## config.mk

```make
export PLATFORM = sky130hd
export DESIGN_NAME = fetch_unit
export DESIGN_NICKNAME = d
export VERILOG_FILES = /design/src/rtl/fetch_unit.sv
export SDC_FILE = /design/constraint.sdc
export NUM_CORES = 1
export LEC_CHECK = 0
export ABC_AREA = 1
export BUFFER_PORTS_ARGS = -buffer_cell sky130_fd_sc_hd__buf_2
export CAP_MARGIN = 20
export CORE_ASPECT_RATIO = 1.1
export CORE_UTILIZATION = 50
export CTS_BUF_LIST = sky130_fd_sc_hd__clkbuf_8
export DETAILED_ROUTE_END_ITERATION = 6
export PLACE_DENSITY_LB_ADDON = 0.15
export SYNTH_ARGS = -nofsm -noshare
export SYNTH_HDL_FRONTEND = slang
export SYNTH_SLANG_ARGS = --single-unit
```

## constraint.sdc

```tcl
create_clock -name clk -period 3.94 [get_ports clk]
set_input_delay 0.788 -clock clk [delete_from_list [all_inputs] [get_ports clk]]
set_output_delay 0.788 -clock clk [all_outputs]
set_load 0.01 [all_outputs]
```

## src/rtl/fetch_unit.sv

```systemverilog
// Instruction-fetch stage: owns the PC, advances it on pc_readin_i rising edges and
// fetches the word at the new PC over a req/ack port; misalignment/timeout is a sticky fault.
module fetch_unit #(
    parameter logic [31:0] RESET_PC = 32'h0000_0000,
    parameter int          TIMEOUT  = 16
) (
    input  logic        clk,
    input  logic        reset,
    input  logic        pc_readin_i,
    input  logic        branch_taken_i,
    input  logic [31:0] branch_target_i,
    output logic [31:0] pc_o,
    output logic        mem_req_o,
    output logic [31:0] mem_addr_o,
    input  logic        mem_ack_i,
    input  logic [31:0] mem_rdata_i,
    output logic [31:0] instr_o,
    output logic        instr_valid_o,
    output logic        busy_o,
    output logic        fault_o,
    output logic [2:0]  state_o
);
    localparam int CW = $clog2(TIMEOUT + 1);

    typedef enum logic [2:0] {
        BOOT  = 3'd0,
        IDLE  = 3'd1,
        REQ   = 3'd2,
        ADV   = 3'd3,
        FAULT = 3'd4
    } state_t;

    state_t          state, state_next;
    logic            prev_readin;
    logic            pend, pend_next, pend_set;
    logic            pend_taken;
    logic [31:0]     pend_target;
    logic [CW-1:0]   wait_cnt;

    logic            edge_det;
    logic            adv_taken;
    logic [31:0]     adv_target;
    logic [31:0]     next_pc;
    logic            adv_fire;
    logic            adv_bad;
    logic            ack_hit;
    logic            timeout_hit;

    // ADV replays the stored request; IDLE uses the live inputs of the edge cycle.
    always_comb begin
        edge_det    = pc_readin_i & ~prev_readin;
        adv_taken   = (state == ADV) ? pend_taken : branch_taken_i;
        adv_target  = (state == ADV) ? pend_target : branch_target_i;
        next_pc     = adv_taken ? adv_target : pc_o + 32'd4;
        adv_fire    = ((state == IDLE) && edge_det) || (state == ADV);
        adv_bad     = adv_taken && (adv_target[1:0] != 2'b00);
        ack_hit     = (state == REQ) && mem_ack_i;
        timeout_hit = (state == REQ) && !mem_ack_i && (wait_cnt == CW'(TIMEOUT - 1));
        // Only the first edge seen while a fetch is in flight is kept.
        pend_set    = edge_det && ((state == ADV) ||
                      (((state == REQ) || (state == BOOT)) && !pend));
        pend_next   = pend;
        if (pend_set) begin
            pend_next = 1'b1;
        end else if (state == ADV) begin
            pend_next = 1'b0;
        end
    end

    always_ff @(posedge clk or posedge reset) begin
        if (reset) begin
            state <= BOOT;
        end else begin
            state <= state_next;
        end
    end

    always_comb begin
        state_next = state;
        case (state)
            BOOT:  state_next = REQ;
            IDLE:  if (edge_det) state_next = adv_bad ? FAULT : REQ;
            REQ: begin
                if (ack_hit) begin
                    state_next = pend_next ? ADV : IDLE;
                end else if (timeout_hit) begin
                    state_next = FAULT;
                end
            end
            ADV:   state_next = adv_bad ? FAULT : REQ;
            FAULT: state_next = FAULT;
            default: state_next = FAULT;
        endcase
    end

    always_comb begin
        mem_req_o  = 1'b0;
        mem_addr_o = 32'd0;
        busy_o     = 1'b0;
        fault_o    = 1'b0;
        state_o    = state;
        if (state == REQ) begin
            mem_req_o  = 1'b1;
            mem_addr_o = pc_o;
            busy_o     = 1'b1;
        end
        if (state == FAULT) begin
            fault_o = 1'b1;
        end
    end

    always_ff @(posedge clk or posedge reset) begin
        if (reset) begin
            pc_o          <= RESET_PC;
            instr_o       <= 32'd0;
            instr_valid_o <= 1'b0;
            prev_readin   <= 1'b1;
            pend          <= 1'b0;
            pend_taken    <= 1'b0;
            pend_target   <= 32'd0;
            wait_cnt      <= '0;
        end else begin
            prev_readin <= pc_readin_i;
            pend        <= pend_next;
            if (pend_set) begin
                pend_taken  <= branch_taken_i;
                pend_target <= branch_target_i;
            end
            if (adv_fire && !adv_bad) begin
                pc_o          <= next_pc;
                instr_valid_o <= 1'b0;
            end
            if (ack_hit) begin
                instr_o       <= mem_rdata_i;
                instr_valid_o <= 1'b1;
                wait_cnt      <= '0;
            end else if (state == REQ) begin
                wait_cnt <= wait_cnt + 1'b1;
            end
            if (state_next == FAULT) begin
                instr_valid_o <= 1'b0;
            end
        end
    end
endmodule

```

== Yosys cells after proc, flatten, opt, wreduce, memory -nomap -nowiden ==
Index checks and enable logic that the tools add are counted.
W data, S select, Z words.

* Add/sub/neg operators: 2
* Equality and inequality tests: 6
* Multiplexer cells: 19
* Bitwise operators: 2
* Reduce and logical (&&, ||, !) cells: 18

{| class="wikitable"
|+ Operators with widths
! operator !! number
|-
| $mux W32 || 3
|-
| $add A32 B3 Y32 const B || 1
|-
| $mux W3 || 4
|-
| $pmux W3 S4 || 1
|-
| $mux W5 || 2
|-
| $logic_and A1 B1 Y1 || 8
|-
| $mux W1 || 8
|-
| $eq A3 B2 Y1 const B || 2
|-
| $eq A3 B3 Y1 const B || 2
|-
| $add A5 B1 Y5 const B || 1
|-
| $eq A5 B4 Y1 const B || 1
|-
| $reduce_bool A2 Y1 || 2
|-
| $eq A3 B1 Y1 const B || 1
|-
| $logic_not A1 Y1 || 3
|-
| $logic_not A3 Y1 || 1
|-
| $logic_or A1 B1 Y1 || 3
|-
| $reduce_bool A3 Y1 || 1
|-
| $mux W2 || 1
|-
| $and A1 B1 Y1 || 1
|-
| $not A1 Y1 || 1
|}

* Register bits after elaboration: 108
* Output and inout port bits: 103
* Logic and storage cells: 56

== Logic depth before layout (Yosys ltp) ==
* Depth after elaboration: 11
* Mapped depth: 11
* Mapped depth without buffers: 11

== Worst setup path before layout ==
Ideal clock, no wire load.

* Kind: register -> output
* From: register state[2] (netlist: state_o[2])
* To: output mem_addr_o[10]
* Arrival time: 1284 ps
* Slack: 1868 ps
* Stages on the path, launching flop included: 7
* Buffers on the path: 1
* Path through: dfrtp_1 > inv_2 > nand2_1 > nor2_4 > inv_2 > buf_1 > nor2_1

* Longest elaborated chain between the ends: 2

{| class="wikitable"
|+ RTL lines
! what !! RTL line !! text
|-
| from (decl) || 33 || <nowiki>state_t state, state_next;</nowiki>
|-
| from (signal assigned) || 74 || <nowiki>state <= state_next;</nowiki>
|-
| $eq A3 B2 Y1 || 102 || <nowiki>if (state == REQ) begin</nowiki>
|-
| $mux W32 || 102 ||
|-
| to (decl) || 14 || <nowiki>output logic [31:0] mem_addr_o,</nowiki>
|}

No other way between the ends.

== Worst setup path after layout ==
* From: register state[0] (netlist: state_o[0])
* To: output mem_addr_o[25]

The elaborated chain is that of the path after synthesis.

==> qor.csv <==
stage,metric,value,unit
status,run status,"complete, no violations",
sta,final hold violations,0,
job,max-cap check violation count,0,
setup_path,family of cells with the greatest summed delay on the critical path,buffers and inverters,
die,horizontal die dimension,106,um
clocking,number of cells upsized or downsized after cts,0,
placement,standard cell area after detailed placement,6830,um^2
sta,Setup TNS Final,0,ps
grt,via count of the first global-routing pass,5038,
setup_path,start-to-end type of the worst setup path,reg2out,
grt,global-route wire length before repair,24300,um
synth,"area leader, netlist",sky130_fd_sc_hd__dfrtp_1,
pwr,leakage power summed over all cells,3.94,nW
worst_hold_path,worst hold-check path type,in2async,
drt,DR DRC count,0,
clocking,CTS buffer count,9,
sta,worst slew pin tran,1020,ps
cells_and_area,P&R area growth vs syn,18.8,%
synth,syn_nets,936,
setup_path,"Req. time, crit path",3150,ps
sta,final setup violating endpoints,0,
cells_and_area,n_diodes,0,
sta,final worst path period need,2630,ps
die,row cnt,41,
grt,aggregate global-route resource usage,0.253,
placement,weighted congestion at the end of routability-driven global placement,0.919,
sta,maximum clock skew at final layout,13.8,ps
placement,count of port buffers added during placement,171,
synth,post-synthesis cell count,864,
setup_path,cell chain of the critical path,inv_1 -> nand2_1 -> nor2_4 -> inv_2 -> nor2_1 -> buf_2,
drt,1st-iter DRT viols,363,
drt,DR pass1 iterations,5,
die,number of top-level design ports,172,
setup_path,register-to-register path setup slack,1520,ps
pwr,total design power,1.98,mW
clocking,post-CTS repair timing setup buffer count,0,
synth,share of the synthesized area in the top cell type,0.453,
setup_path,buffers and inverters on the worst path,3,
setup_path,crit path max-delay cell type,sky130_fd_sc_hd__inv_2,
sta,part of the cycle the worst path needs,0.668,
cells_and_area,Final Instance Area,7030,um^2
clocking,number of buffers inserted for hold repair after clock tree synthesis,0,
grt,initial antenna violation count,1,
cells_and_area,Post-layout nets,1090,
sta,Fin Hold WS,472,ps
placement,Detail Placement HPWL,11000,um
clocking,Longest Clk Path Bufs,2,
sta,Max-Slew Margin vs Limit,0.318,
setup_path,kind of capture point of the worst setup path,output port,
synth,Post-Synthesis Mean Instance Area,6.85,um^2
synth,sequential-to-total area share from yosys stat,0.457,
setup_path,crit start category,register,
setup_path,Critical Path Fanout Max,36,
synth,number of register bits inferred by synthesis,108,
clocking,clock-pin slew on the worst setup and hold paths,100,ps
clocking,clk_lat worst skew,380,ps
die,area of the die,12300,um^2
cells_and_area,ratio of cells with drive above 1 in the final layout,0.210,
clocking,number of clock sinks,108,
placement,cell total after placement,1157,
cells_and_area,"non-filler cells, final",1173,
synth,netlist area before placement,5910,um^2
synth,number of different library cells in the post-synthesis netlist,32,
die,core area,11500,um^2
cells_and_area,number of fill cells in the layout,1158,
drt,total vias in the final route,5697,
drt,drt wl/cell,12.7,um
setup_path,endpoint arrival time on the critical path,1840,ps
clocking,root buf cell,sky130_fd_sc_hd__clkbuf_8,
drt,total wire length after detailed routing,14900,um
clocking,CTS tree,yes,
pwr,Pwr Density,281,nW/um^2
die,initial core utilization,0.515,
sta,total count of max-transition violations in the final report,0,
grt,total grt overflow,0,
sta,unrepaired setup endpoints after global routing,no,
drt,Detail Route Antenna Nets,0,
die,Vert. Die Dim,116,um
synth,dominant cells by area after synthesis,"sky130_fd_sc_hd__dfrtp_1 (45%), sky130_fd_sc_hd__nand2_1 (21%), sky130_fd_sc_hd__nor2_1 (7.8%), sky130_fd_sc_hd__inv_1 (6.3%), sky130_fd_sc_hd__o21ai_0 (5.8%)",
sta,Max Fclk,380,MHz
drt,via count normalized by instance count,4.86,
grt,pin count of the biggest net entering global routing,67,
clocking,H-tree depth,3,
synth,Ys Warns,0,
setup_path,CP max stage delay,460,ps
pwr,peak supply drop,0.000200,V
-- power by group --
group | total [mW] | switching (mW) | internal, mW
clock network | 0.696 | 0.397 | 0.300
registers | 1.13 | 0.00907 | 1.13
logic | 0.145 | 0.0877 | 0.0573
-- worst reg2reg max path, delay by kind of cell, from the launching register on --
family / cells / cell delay (ps)
simple gates: 9 / 1230
buf+inv: 3 / 650
flops: 1 / 450
-- final timing paths --
kind | startpoint | to | depth (start not counted)
worst max-delay path | state_o[0] | mem_addr_o[25] | 6
worst min-delay path | reset | instr_o[12] | 2
worst max register to register | state_o[1] | state_o[1] | 12
worst min register to register | instr_o[10] | instr_o[10] | 2
max in group asynchronous | reset | instr_o[6] | 3
min in group clk | instr_o[10] | instr_o[10] | 2
-- metal layers --
layer,share of wire,routed length [um],global-route usage,vias up
met3,0.072,1070,0.0484,19
met1,0.46,6880,0.353,2543
met2,0.45,6720,0.401,196
met4,0.016,238,0.0769,2
met5,0.00054,8,0,-
li1,-,-,-,2937
-- registers in the layout, summed over array words and instances, names as in the netlist --
register and flops:
pend_target 32, state_o 3, instr_o 32, prev_readin 1
pend_taken 1, wait_cnt 5, instr_valid_o 1, pc_o 32
pend 1
-- Yosys cell counts (all sizes together) --
cell type / count
a21oi: 12
a31oi: 1
buf: 29
clkbuf: 4
dfrtp: 107
dfstp: 1
ha: 3
inv: 107
mux2: 1
nand2: 334
nand3: 36
nand4: 4
nor2: 129
nor3: 3
o211ai: 4
o21ai: 81
o22ai: 1
o31ai: 1
xnor2: 1
xor2: 5
-- layout by cell type (no fill, tap or decap), types with 2 or more instances in the layout --
master                       instances
sky130_fd_sc_hd__buf_2             171
sky130_fd_sc_hd__nor3_1              2
sky130_fd_sc_hd__nand4_1             4
sky130_fd_sc_hd__a21oi_1            11
sky130_fd_sc_hd__ha_1                3
sky130_fd_sc_hd__o21ai_1            13
sky130_fd_sc_hd__nand2_2             4
sky130_fd_sc_hd__o211ai_1            4
sky130_fd_sc_hd__nor2_4              3
sky130_fd_sc_hd__inv_2               7
sky130_fd_sc_hd__inv_1             100
sky130_fd_sc_hd__nor2_2              3
sky130_fd_sc_hd__clkinvlp_4          2
sky130_fd_sc_hd__xor2_1              5
sky130_fd_sc_hd__nand3_1            35
sky130_fd_sc_hd__o21ai_0            68
sky130_fd_sc_hd__nand2_1           329
sky130_fd_sc_hd__buf_4               5
sky130_fd_sc_hd__clkbuf_8            9
sky130_fd_sc_hd__dfrtp_1           107
sky130_fd_sc_hd__nor2_1            123
-- metrics by stage --
step | util | setup slack, ps
detailed placement | 0.594 | 1550
finish | 0.611 | 1310
CTS | 0.611 | 1290
global placement | 0.594 | 1600
floorplan | - | 308
global route | 0.611 | 1140
-- layout make-up --
cell class / instances / area (um^2) / share of cell area
Inverter: 107 / 404 / 0.0575
Timing Repair Buffer: 176 / 893 / 0.127
Tap cell: 150 / 188 / 0.0267
Sequential cell: 108 / 2700 / 0.385
Multi-Input combinational cell: 616 / 2640 / 0.375
Clock inverter: 7 / 77.6 / 0.0110
Clock buffer: 9 / 124 / 0.0176
-- kinds of logic (layout without fill, tap and decap cells) --
kind of cell    after synthesis  count (layout)  synth area share
compound gates              100             100            0.0878
buf+inv                     140             299            0.0975
xor+xnor                      6               6           0.00889
simple gates                506             506             0.340
fa+ha+maj                     3               3           0.00635
flops                       108             108             0.457
mux                           1               1           0.00190
No activity file was read; power rests on OpenSTA's default activity.
